File: config.mk
export PLATFORM = sky130hd
export DESIGN_NAME = mem_access_unit
export DESIGN_NICKNAME = d
export VERILOG_FILES = /design/src/rtl/mem_access_unit.sv
export SDC_FILE = /design/constraint.sdc
export NUM_CORES = 1
export LEC_CHECK = 0
export ABC_AREA = 1
export CORE_ASPECT_RATIO = 1.4
export CORE_MARGIN = 5
export CORE_UTILIZATION = 54
export CTS_CLUSTER_DIAMETER = 120
export DETAILED_ROUTE_END_ITERATION = 8
export GPL_TIMING_DRIVEN = 0
export PLACE_DENSITY_LB_ADDON = 0.12
export SLEW_MARGIN = 25
export SYNTH_ARGS = -nofsm -noshare
export SYNTH_HDL_FRONTEND = slang
export SYNTH_SLANG_ARGS = --single-unit
File: constraint.sdc
create_clock -name clk -period 13.6 [get_ports clk]
set_input_delay 3.4 -clock clk [delete_from_list [all_inputs] [get_ports clk]]
set_output_delay 3.4 -clock clk [all_outputs]
set_load 0.005 [all_outputs]
File: src/rtl/mem_access_unit.sv
// mem_access_unit
// Requester-side load/store engine for the MEM stage. It accepts one
// load/store at a time and drives a word-wide data port. Sub-word loads are
// aligned and extended. Sub-word stores are done as read-modify-write,
// because the memory only takes whole-word writes. Misaligned accesses and
// unknown opcodes are reported as errors and never reach memory.
//
// Ports:
//   clk, rst          clock (rising edge), asynchronous active-high reset
//   req_valid/ready   request handshake; accepted when both are high at an edge
//   req_op            MIPS opcode (lb lh lw lbu lhu sb sh sw)
//   req_addr          byte address
//   req_wdata         store data (low bits for sb/sh)
//   rsp_valid         one-cycle response strobe
//   rsp_rdata         extended load result; 0 for stores and errors
//   rsp_err           misaligned or unsupported op (qualified by rsp_valid)
//   mem_addr          word-aligned memory address
//   mem_wr_en         one-cycle memory write enable
//   mem_din           write word to memory
//   mem_dout          combinational read word at mem_addr
module mem_access_unit #(
  parameter int ADDR_W     = 32,
  parameter bit BIG_ENDIAN = 1'b1
) (
  input  logic              clk,
  input  logic              rst,
  input  logic              req_valid,
  output logic              req_ready,
  input  logic [5:0]        req_op,
  input  logic [ADDR_W-1:0] req_addr,
  input  logic [31:0]       req_wdata,
  output logic              rsp_valid,
  output logic [31:0]       rsp_rdata,
  output logic              rsp_err,
  output logic [ADDR_W-1:0] mem_addr,
  output logic              mem_wr_en,
  output logic [31:0]       mem_din,
  input  logic [31:0]       mem_dout
);

  localparam logic [1:0] S_IDLE = 2'd0;
  localparam logic [1:0] S_RD   = 2'd1;
  localparam logic [1:0] S_WR   = 2'd2;
  localparam logic [1:0] S_DONE = 2'd3;

  localparam logic [5:0] OP_LB  = 6'b100000;
  localparam logic [5:0] OP_LH  = 6'b100001;
  localparam logic [5:0] OP_LW  = 6'b100011;
  localparam logic [5:0] OP_LBU = 6'b100100;
  localparam logic [5:0] OP_LHU = 6'b100101;
  localparam logic [5:0] OP_SB  = 6'b101000;
  localparam logic [5:0] OP_SH  = 6'b101001;
  localparam logic [5:0] OP_SW  = 6'b101011;

  logic [1:0]  state_reg;
  logic [5:0]  op_reg;
  logic [1:0]  off_reg;
  // Only the low halfword is ever merged; sw writes req_wdata directly.
  logic [15:0] wdata_reg;

  // Request decode (combinational, used only on the accept edge)
  logic accept;
  logic req_bad_op;
  logic req_misaligned;
  logic req_err;

  assign accept = req_valid && req_ready;

  always_comb begin
    req_bad_op     = 1'b0;
    req_misaligned = 1'b0;
    case (req_op)
      OP_LB, OP_LBU, OP_SB: req_misaligned = 1'b0;
      OP_LH, OP_LHU, OP_SH: req_misaligned = req_addr[0];
      OP_LW, OP_SW:         req_misaligned = |req_addr[1:0];
      default:              req_bad_op     = 1'b1;
    endcase
  end

  // Opcode is checked first; an unknown op is an error regardless of address.
  assign req_err = req_bad_op || req_misaligned;

  // Lane positions of the latched access within the word.
  // Big-endian: offset 0 is the most significant byte.
  logic [4:0]  byte_sh;
  logic [4:0]  half_sh;
  logic [7:0]  load_byte;
  logic [15:0] load_half;
  logic [31:0] load_data;
  logic [31:0] merge_data;
  logic [31:0] byte_mask;
  logic [31:0] half_mask;

  assign byte_sh = BIG_ENDIAN ? {~off_reg, 3'b000} : {off_reg, 3'b000};
  assign half_sh = BIG_ENDIAN ? {~off_reg[1], 4'b0000} : {off_reg[1], 4'b0000};

  assign load_byte = 8'(mem_dout >> byte_sh);
  assign load_half = 16'(mem_dout >> half_sh);
  assign byte_mask = 32'h0000_00FF << byte_sh;
  assign half_mask = 32'h0000_FFFF << half_sh;

  always_comb begin
    load_data = mem_dout;
    case (op_reg)
      OP_LB:   load_data = {{24{load_byte[7]}}, load_byte};
      OP_LBU:  load_data = {24'h0, load_byte};
      OP_LH:   load_data = {{16{load_half[15]}}, load_half};
      OP_LHU:  load_data = {16'h0, load_half};
      default: load_data = mem_dout;
    endcase
  end

  always_comb begin
    merge_data = mem_dout;
    case (op_reg)
      OP_SB:   merge_data = (mem_dout & ~byte_mask) | (32'(wdata_reg[7:0]) << byte_sh);
      OP_SH:   merge_data = (mem_dout & ~half_mask) | (32'(wdata_reg) << half_sh);
      default: merge_data = mem_dout;
    endcase
  end

  always_ff @(posedge clk or posedge rst) begin
    if (rst) begin
      state_reg <= S_IDLE;
      op_reg    <= 6'h0;
      off_reg   <= 2'b00;
      wdata_reg <= 16'h0;
      req_ready <= 1'b1;
      rsp_valid <= 1'b0;
      rsp_rdata <= 32'h0;
      rsp_err   <= 1'b0;
      mem_addr  <= '0;
      mem_wr_en <= 1'b0;
      mem_din   <= 32'h0;
    end else begin
      rsp_valid <= 1'b0;
      mem_wr_en <= 1'b0;
      case (state_reg)
        S_IDLE: begin
          if (accept) begin
            op_reg    <= req_op;
            off_reg   <= req_addr[1:0];
            wdata_reg <= req_wdata[15:0];
            req_ready <= 1'b0;
            if (req_err) begin
              state_reg <= S_DONE;
              rsp_valid <= 1'b1;
              rsp_err   <= 1'b1;
              rsp_rdata <= 32'h0;
            end else begin
              mem_addr <= {req_addr[ADDR_W-1:2], 2'b00};
              if (req_op == OP_SW) begin
                state_reg <= S_WR;
                mem_wr_en <= 1'b1;
                mem_din   <= req_wdata;
              end else begin
                state_reg <= S_RD;
              end
            end
          end
        end
        S_RD: begin
          // Opcode bit 3 separates stores (sb/sh here) from loads.
          if (!op_reg[3]) begin
            state_reg <= S_DONE;
            rsp_valid <= 1'b1;
            rsp_err   <= 1'b0;
            rsp_rdata <= load_data;
          end else begin
            state_reg <= S_WR;
            mem_wr_en <= 1'b1;
            mem_din   <= merge_data;
          end
        end
        S_WR: begin
          state_reg <= S_DONE;
          rsp_valid <= 1'b1;
          rsp_err   <= 1'b0;
          rsp_rdata <= 32'h0;
        end
        default: begin
          state_reg <= S_IDLE;
          req_ready <= 1'b1;
        end
      endcase
    end
  end

endmodule

### Word-level counts from Yosys, hierarchy flattened

Index checks and enable logic that the tools add are counted.

| operators by class | value |
|---|---|
| bitwise logic cells | 10 |
| order comparisons | 0 |
| add/subtract/negate cells | 0 |
| multipliers | 0 |
| mux-type cells | 33 |
| shift operators | 6 |
| reduce and logical (&&, ||, !) cells | 15 |
| eq/ne operators | 22 |
| div/mod/pow operators | 0 |

Operators by type and width:

| cell | count |
|---|---|
| $mux W32 | 7 |
| $pmux W32 S2 | 2 |
| $pmux W32 S4 | 1 |
| $pmux W32 S3 | 1 |
| $eq A6 B6 Y1 const B | 14 |
| $and A32 B32 Y32 | 2 |
| $not A32 Y32 | 2 |
| $or A32 B32 Y32 | 2 |
| $shl A16 B5 Y32 | 1 |
| $shl A16 B5 Y32 const A | 1 |
| $shl A8 B5 Y32 | 1 |
| $shl A8 B5 Y32 const A | 1 |
| $shr A32 B5 Y16 | 1 |
| $shr A32 B5 Y8 | 1 |
| $mux W1 | 13 |
| $ne A2 B2 Y1 const B | 6 |
| $reduce_or A8 Y1 | 1 |
| $mux W2 | 3 |
| $pmux W1 S2 | 3 |
| $pmux W1 S3 | 2 |
| $pmux W2 S3 | 1 |
| $reduce_or A2 Y1 | 3 |
| $reduce_and A5 Y1 | 1 |
| $reduce_and A2 Y1 | 2 |
| 12 further kinds | 14 |

| word-level totals | value |
|---|---|
| bits in latches | 0 |
| bits in registers | 124 |
| memories | 0 |
| ROM bits | 0 |
| output and inout port bits | 100 |
| logic and storage cells | 97 |
| input bits | 105 |
| bits in writable memories | 0 |

### Logic depth before layout (Yosys ltp)

Gate-level depths: netlist of the first run.

| depth | value |
|---|---|
| word-level depth | 8 |
| depth in mapped cells | 13 |
| mapped depth without buffers | 10 |

### Least setup slack after synthesis of the first run

Ideal clock, no wire load.

| timing path | value |
|---|---|
| kind | input to register |
| start | in req_op[0] |
| end | reg rsp_rdata[10] |
| setup slack | 9.215 ns |
| cell stages on the path | 11 |
| library setup time | 0.116 ns |
| arrival time | 4.269 ns |
| path buffers | 2 |
| data required time | 13.484 ns |
| path through | inv_1 > nor2_2 > nand2_1 > nand2_1 > nand3_1 > nand2_1 > buf_4 > buf_2 > nor2_1 > nand2_1 > nand2_1 |

| between the ends | value |
|---|---|
| cells in the longest elaborated chain, start to end | 6 |
| elaborated cells on any way between the ends | 16 |
| classes of those cells | 9 x eq/ne; 2 x mux; 5 x reduce/logical |

RTL lines:

| item | line | RTL |
|---|---|---|
| from (decl) | 29 | `input logic [5:0] req_op,` |
| $eq A6 B6 Y1 | 72 | `case (req_op)` |
| $reduce_or A3 Y1, or another cell as far along | -- |  |
| $pmux W1 S2 or $mux W1 (tied branches) | 72 |  |
| $logic_or A1 B1 Y1 * | 81 | `assign req_err = req_bad_op \|\| req_misaligned;` |
| $ne A2 B2 Y1 (no source line) * | -- |  |
| $reduce_and A4 Y1 (no source line) * | -- |  |
| to (signal assigned) | 168 | `rsp_rdata <= load_data;` |
| to (decl) | 33 | `output logic [31:0] rsp_rdata,` |

Every way passes the cells marked *; elsewhere a longest branch is shown, timed or not.
A chain may end at the register's enable or synchronous reset.

### Final worst setup path of the first run

| timing path | value |
|---|---|
| start | in req_op[5] |
| end | reg mem_din[19] |

| between the ends | value |
|---|---|
| cells in the longest elaborated chain, start to end | 6 |
| elaborated cells on any way between the ends | 17 |
| classes of those cells | 10 x eq/ne; 2 x mux; 5 x reduce/logical |

RTL lines:

| item | line | RTL |
|---|---|---|
| $eq A6 B6 Y1, on equally long branches | 72, 152 |  |
| $reduce_or A3 Y1, or another cell as far along | -- |  |
| $pmux W1 S2 or $mux W1 (tied branches) | 72 |  |
| $logic_or A1 B1 Y1 | 81 |  |
| $ne A2 B2 Y1 (no source line) | -- |  |
| $reduce_and A5 Y1 (no source line) * | -- |  |
| to (signal assigned) | 155 | `mem_din <= req_wdata;` |
| to (signal assigned) | 172 | `mem_din <= merge_data;` |
| to (decl) | 37 | `output logic [31:0] mem_din,` |

Marked as above.

==> impl_metrics.tcl, run 1 <==
set metrics [dict create \
    status "complete, no violations" \
    drt_pass1_iterations 8 \
    finalSetupTns_ps 0 \
    r2r-end "mem_din[18]$_DFFE_PP0P_" \
    mappedNetlistArea_mm2 0.007984 \
    vias 9869 \
    ir_drop_uv 150.3 \
    die_w_um 112.8 \
    hold_violations 0 \
    maxCapViolCount 0 \
    place_ws_ps 8294 \
    ys_seq_area_share_pct 38.88 \
    relSlewSlack_pct 49.66 \
    grt_pass1_wl_mm 53.73 \
    final_area_mm2 0.01094 \
    holdBufCountCts 0 \
    arrival_ps 5340 \
    port_buffers 202 \
    io-pin-count 205 \
    synth.largest_area_cell "dfrtp_1" \
    final_nets 1596 \
    cts_max_level 4 \
    cts_root_buf "clkbuf_16" \
    wire_per_inst_um 20.87 \
    clk_path_buf_depth 2 \
    grt_pass1_vias 9831 \
    max_freq_mhz 200.6 \
    synth_top_area_share_pct 38.55 \
    die_area_mm2 0.01735 \
    worstHoldStart "rsp_rdata[1]$_DFFE_PP0P_" \
    min_period_ps 4985 \
    gp_congestion 1.034 \
    vias_per_cell 5.843 \
    insertedDiodeCount 0 \
    coreArea_mm2 0.01451 \
    cts_buffers 17 \
    post_cts_buffers 0 \
    reg2regPathDepth 8 \
    hold_path_end "rsp_rdata[1]$_DFFE_PP0P_" \
    drc 0 \
    area_growth_pct 37.05 \
    grt_usage_pct 40.01 \
    hold_path_depth 2 \
    final_util_pct 75.41 \
    grt_overflow_total 0 \
    drive_gt1_share_pct 7.733 \
    clkLatencyLatePin_ps 420 \
    r2r_slack_ps 11060 \
    period_share_pct 36.65 \
    wl_mm 35.25 \
    pwr_density_cell_mw_per_mm2 239.6 \
    cp.required_ps 13950 \
    grt_antenna_before_repair 0 \
    finalMaxSlewViolations 0 \
    tightest_slew_ps 755.1 \
    leakage_uw 0.005434 \
    dp_hpwl_mm 25.44 \
    largest_registers "mem_din: 32 flops, rsp_rdata: 32 flops, mem_addr: 30 flops" \
    synthesis.instances 1264 \
    cts_resized 0 \
    yosys_warnings 0 \
    worstHoldPathType "register to register" \
    dr.first_iter.drc_count 1305 \
    final-setup-viol-count 0 \
    path_class "input pin to register" \
    num_rows 52 \
    chipHeight_um 153.9 \
    clock_skew_ps 12.10 \
    ys_types 23 \
    rsz0062_at_grt "false" \
    ys_ff_latch 124 \
    initial_core_util_pct 55.03 \
    final_cell_mix "nand2_1 (585), clkdlybuf4s50_1 (202), nand3_1 (138)" \
    r2r-start "state_reg[1]$_DFFE_PP0N_" \
    ant_nets 0 \
    cts_tree "yes" \
    holdWs_ps 474.3 \
    layout_commonest_cell "nand2_1" \
    fin_ws_ps 8615 \
    worstPathMaxFanout 10 \
    grt_start_max_net_pins 83 \
    place_area_mm2 0.01028 \
    startpoint_type "input pin" \
    cp-end-kind "register" \
    synth.area.top_cells "dfrtp_1 (39%), nand2_1 (28%), nand3_1 (8.7%), nor2_1 (6.2%), o21ai_0 (4.4%)" \
    cts_sinks 124 \
    clk_pin_slew_ps 60 \
    avgSynthCellArea_um2 6.316 \
]
==> final cells by class <==
cell class,instances,area (µm²)
well taps,189,236.5
plain buffers,81,397.9
inverters,65,251.5
clock inverters,14,231.5
fillers,1111,3567
clock buffers,18,429.2
flip-flops and latches,124,3104
repair buffers,203,2049
multi-input cells,995,4242
==> cells by family (layout without fill, tap and decap cells) <==
kind of cell	Yosys count	count (layout)	synth area share, %
and+or+nand+nor	896	896	46.54
buffers and inverters	146	381	8.040
DFF	124	124	38.88
AOI/OAI and AO/OA	93	93	5.861
adders and majority gates	4	4	0.6269
other	1	2	0.04697
==> worst max-delay path, stage by stage <==
cell	delay [ps]
clkdlybuf4s50_1	510
inv_1	50
nor2_1	120
nand3_1	150
a21oi_1	180
nand2_2	210
buf_2	270
nor2_1	220
nand2_1	110
nand2_1	110
==> cell usage after synthesis <==
cell      number
buf_4          6
buf_1          7
nand2_1      585
o21ai_0       70
buf_6          2
dfrtp_1      123
buf_2         45
nand3_1      138
nor2_4         5
ha_1           4
nand3_4        4
nand2_2        5
dfstp_2        1
a21oi_1       22
nor2_1       131
nor2_2         6
inv_2          8
nand4_1       21
clkbuf_1      21
nand2_4        1
o211ai_1       1
conb_1         1
inv_1         57
==> metal layers <==
layer	up-vias	global-route usage [%]	part of all wire, %
met5	-	0	0
met2	737	67.99	48
li1	4409	-	-
met1	4501	43.20	33
met3	222	8.651	9.9
met4	0	29.61	9.1
==> report_power, final <==
group | total (µW) | switching [µW] | internal, µW
clock | 528 | 197 | 331
combinational | 1440 | 920 | 524
sequential | 649 | 122 | 527
==> how the worst max path moves through the flow <==
| stage | from | to | slack (ps) | cells after the start |
|---|---|---|---|---|
| global placement | rst | rsp_rdata[15]$_DFFE_PP0P_ | 5220 | 2 |
| global route | req_op[0] | mem_din[26]$_DFFE_PP0P_ | 8480 | 10 |
| finish | req_op[5] | mem_din[19]$_DFFE_PP0P_ | 8620 | 10 |
| floorplan | rst | mem_addr[10]$_DFFE_PP0P_ | 6900 | 1 |
| CTS | req_op[0] | mem_din[19]$_DFFE_PP0P_ | 8670 | 12 |
| detailed placement | req_op[0] | rsp_rdata[26]$_DFFE_PP0P_ | 8290 | 11 |
==> stage by stage <==
| stage | cells | total power [µW] |
|---|---|---|
| 2_1_floorplan | 1265 | 1409 |
| 3_3_place_gp | 1656 | 1956 |
| 3_5_place_dp | 1657 | 2011 |
| 4_1_cts | 1689 | 2579 |
| 5_1_grt | 1689 | 2765 |
| 6_report | 1689 | 2621 |
No activity file was read; power rests on OpenSTA's default activity.
==> inputs of run 2 (changes only) <==
--- a/config.mk
+++ b/config.mk
@@ -8,7 +8,7 @@
 export ABC_AREA = 1
 export CORE_ASPECT_RATIO = 1.4
 export CORE_MARGIN = 5
-export CORE_UTILIZATION = 54
+export CORE_UTILIZATION = 45
 export CTS_CLUSTER_DIAMETER = 120
 export DETAILED_ROUTE_END_ITERATION = 8
 export GPL_TIMING_DRIVEN = 0
==> constraint.sdc (replaced) <==
create_clock -name clk -period 4.15 [get_ports clk]
set_input_delay 1.0375 -clock clk [delete_from_list [all_inputs] [get_ports clk]]
set_output_delay 1.0375 -clock clk [all_outputs]
set_load 0.005 [all_outputs]
==> run 2 against run 1 <==
Effect of this change: clock-buffer cell count is the same; combinational power grew to 3.1 times the previous value; final cell count grew 3.0%; final area grew 0.70%; flip-flop and latch count is the same; power grew to 3.1 times the previous value; global-route usage shrank 9.1 points; utilization shrank 12 points; critical path depth grew 1; sequential power grew to 3.2 times the previous value; critical path type unchanged; non-clock buffer count grew 3; via count shrank 8.4%; largest power group unchanged.
==> impl_metrics.tcl, run 2 (synthesis gave the netlist of run 1 again) <==
set metrics [dict create \
    status "complete, no violations" \
    path_buf_inv 3 \
    worstPathMaxFanout 10 \
    pwr_density_cell_mw_per_mm2 742.2 \
    crit_path_top_delay_cell "clkdlybuf4s50_1" \
    grt_pass1_wl_mm 48.64 \
    area_growth_pct 38.00 \
    final_area_mm2 0.01102 \
    drc 0 \
    clk_path_buf_depth 2 \
    tightest_slew_ps 739.7 \
    cts_max_level 4 \
    arrival_ps 2850 \
    top_layer "met4" \
    holdBufCountCts 0 \
    grt_antenna_before_repair 0 \
    die_area_mm2 0.02054 \
    grt_usage_pct 30.96 \
    rsz0062_at_grt "false" \
    cp-end-kind "register" \
    layout_commonest_cell "nand2_1" \
    drt_pass1_iterations 6 \
    largest_registers "mem_din: 32 flops, rsp_rdata: 32 flops, mem_addr: 30 flops" \
    leakage_uw 0.005434 \
    final.fill_count 1697 \
    cp.required_ps 4470 \
    io-pin-count 205 \
    gp_congestion 0.9607 \
    clk_pin_slew_ps 60 \
    startpoint_type "input pin" \
    post_cts_buffers 0 \
    port_buffers 202 \
    dr_wl_met2_mm 15.80 \
    insertedDiodeCount 0 \
    drive_gt1_share_pct 7.984 \
    initial_core_util_pct 45.88 \
    cp_cell_sequence "clkdlybuf4s50_1 > inv_1 > nor2_2 > nand2_1 > nand2_1 > nand3_1 > nand2_1 > clkbuf_1 > nor2_1 > nand2_1 > nand2_1" \
    grt_overflow_total 0 \
    crit_top_cell "nand2_1" \
    chipHeight_um 167.6 \
    relSlewSlack_pct 50.17 \
    ir_drop_uv 434.2 \
    min_period_ps 2534 \
    cts_tree "yes" \
    vias_per_cell 5.201 \
    finalMaxSlewViolations 0 \
    cts_root_buf "clkbuf_16" \
    cts_buffers 17 \
    max_freq_mhz 394.6 \
    finalSetupTns_ps 0 \
    crit_family "buffers and inverters" \
    path_class "input pin to register" \
    place_area_mm2 0.01040 \
    routed-wl-met3_mm 2.456 \
    slowest_delay_ps 510 \
    drt-met1-wl_mm 11.68 \
    num_rows 57 \
    die_w_um 122.6 \
    final-setup-viol-count 0 \
    coreArea_mm2 0.01740 \
    clkLatencyLatePin_ps 430 \
    worstHoldPathType "register to register" \
    clock_skew_ps 9.118 \
    cts_sinks 124 \
    maxCapViolCount 0 \
    cts_resized 0 \
    hold_violations 0 \
    period_share_pct 61.06 \
    ant_nets 0 \
    dp_hpwl_mm 24.66 \
    final_cell_mix "nand2_1 (585), clkdlybuf4s50_1 (202), nand3_1 (138)" \
    dr.first_iter.drc_count 1009 \
    vias 9044 \
    wire_per_inst_um 18.03 \
    grt_start_max_net_pins 32 \
    grt_pass1_vias 8857 \
    final_nets 1599 \
    wl_mm 31.35 \
]
run 2: cell count changes in the layout (fill, tap and decap cells not counted), moves of 2 or more:
cell / before / now
buf_12: 0 / 3
clkinvlp_4: 0 / 3
bufinv_16: 5 / 3
clkinv_4: 4 / 2
run 2: cell type report:
cell class / count / area (µm²) / area share, %
Tap cell: 236 / 295.3 / 2.680
Timing Repair Buffer: 206 / 2110 / 19.15
Multi-Input combinational cell: 995 / 4242 / 38.50
Buffer: 81 / 397.9 / 3.611
Inverter: 65 / 247.7 / 2.248
Sequential cell: 124 / 3104 / 28.17
Clock inverter: 14 / 182.7 / 1.658
Clock buffer: 18 / 439.2 / 3.986
run 2: worst min-delay path, stage by stage, from the launching register on:
cell and delay (ps):
dfrtp_1 340, nand2_1 50, nand2_1 40
run 2: per-stage QoR:
step | total power [µW] | worst slack [ps] | std cells | hold slack, ps | utilization, %
after floorplan | 4617 | 1588 | 1265 | 464.1 | -
after global placement | 6467 | 353.8 | 1703 | 452.9 | 59.24
after detailed placement | 6527 | 1220 | 1707 | 457.5 | 59.74
after CTS | 8169 | 1640 | 1739 | 472.2 | 63.32
after global routing | 8797 | 1476 | 1739 | 482.6 | 63.32
final | 8178 | 1616 | 1739 | 466.9 | 63.32
run 2: power by group:
part / total (µW) / switching [µW] / internal [µW]
Clock: 1600 / 629 / 975
Sequential: 2070 / 347 / 1730
Combinational: 4500 / 2780 / 1720
run 2: metal layers:
| layer | track usage, % | vias to the layer above |
|---|---|---|
| li1 | - | 4412 |
| met1 | 36.04 | 4107 |
| met2 | 53.64 | 440 |
| met3 | 6.208 | 85 |
| met4 | 15.06 | 0 |
| met5 | 0 | - |
run 2: path summary, 6_finish.rpt:
kind                       depth (start not counted)                startpoint  slack, ps                        end
setup / recovery                                  11                 req_op[0]       1620  rsp_rdata[28]$_DFFE_PP0P_
setup reg to reg                                   8  state_reg[1]$_DFFE_PP0N_       1820    mem_din[18]$_DFFE_PP0P_
hold reg to reg                                    2  mem_addr[23]$_DFFE_PP0P_        470   mem_addr[23]$_DFFE_PP0P_
hold / removal                                     2  mem_addr[23]$_DFFE_PP0P_        470   mem_addr[23]$_DFFE_PP0P_
min in group asynchronous                          2                       rst       1000  rsp_rdata[16]$_DFFE_PP0P_
max in group asynchronous                          4                       rst       2370   mem_addr[30]$_DFFE_PP0P_
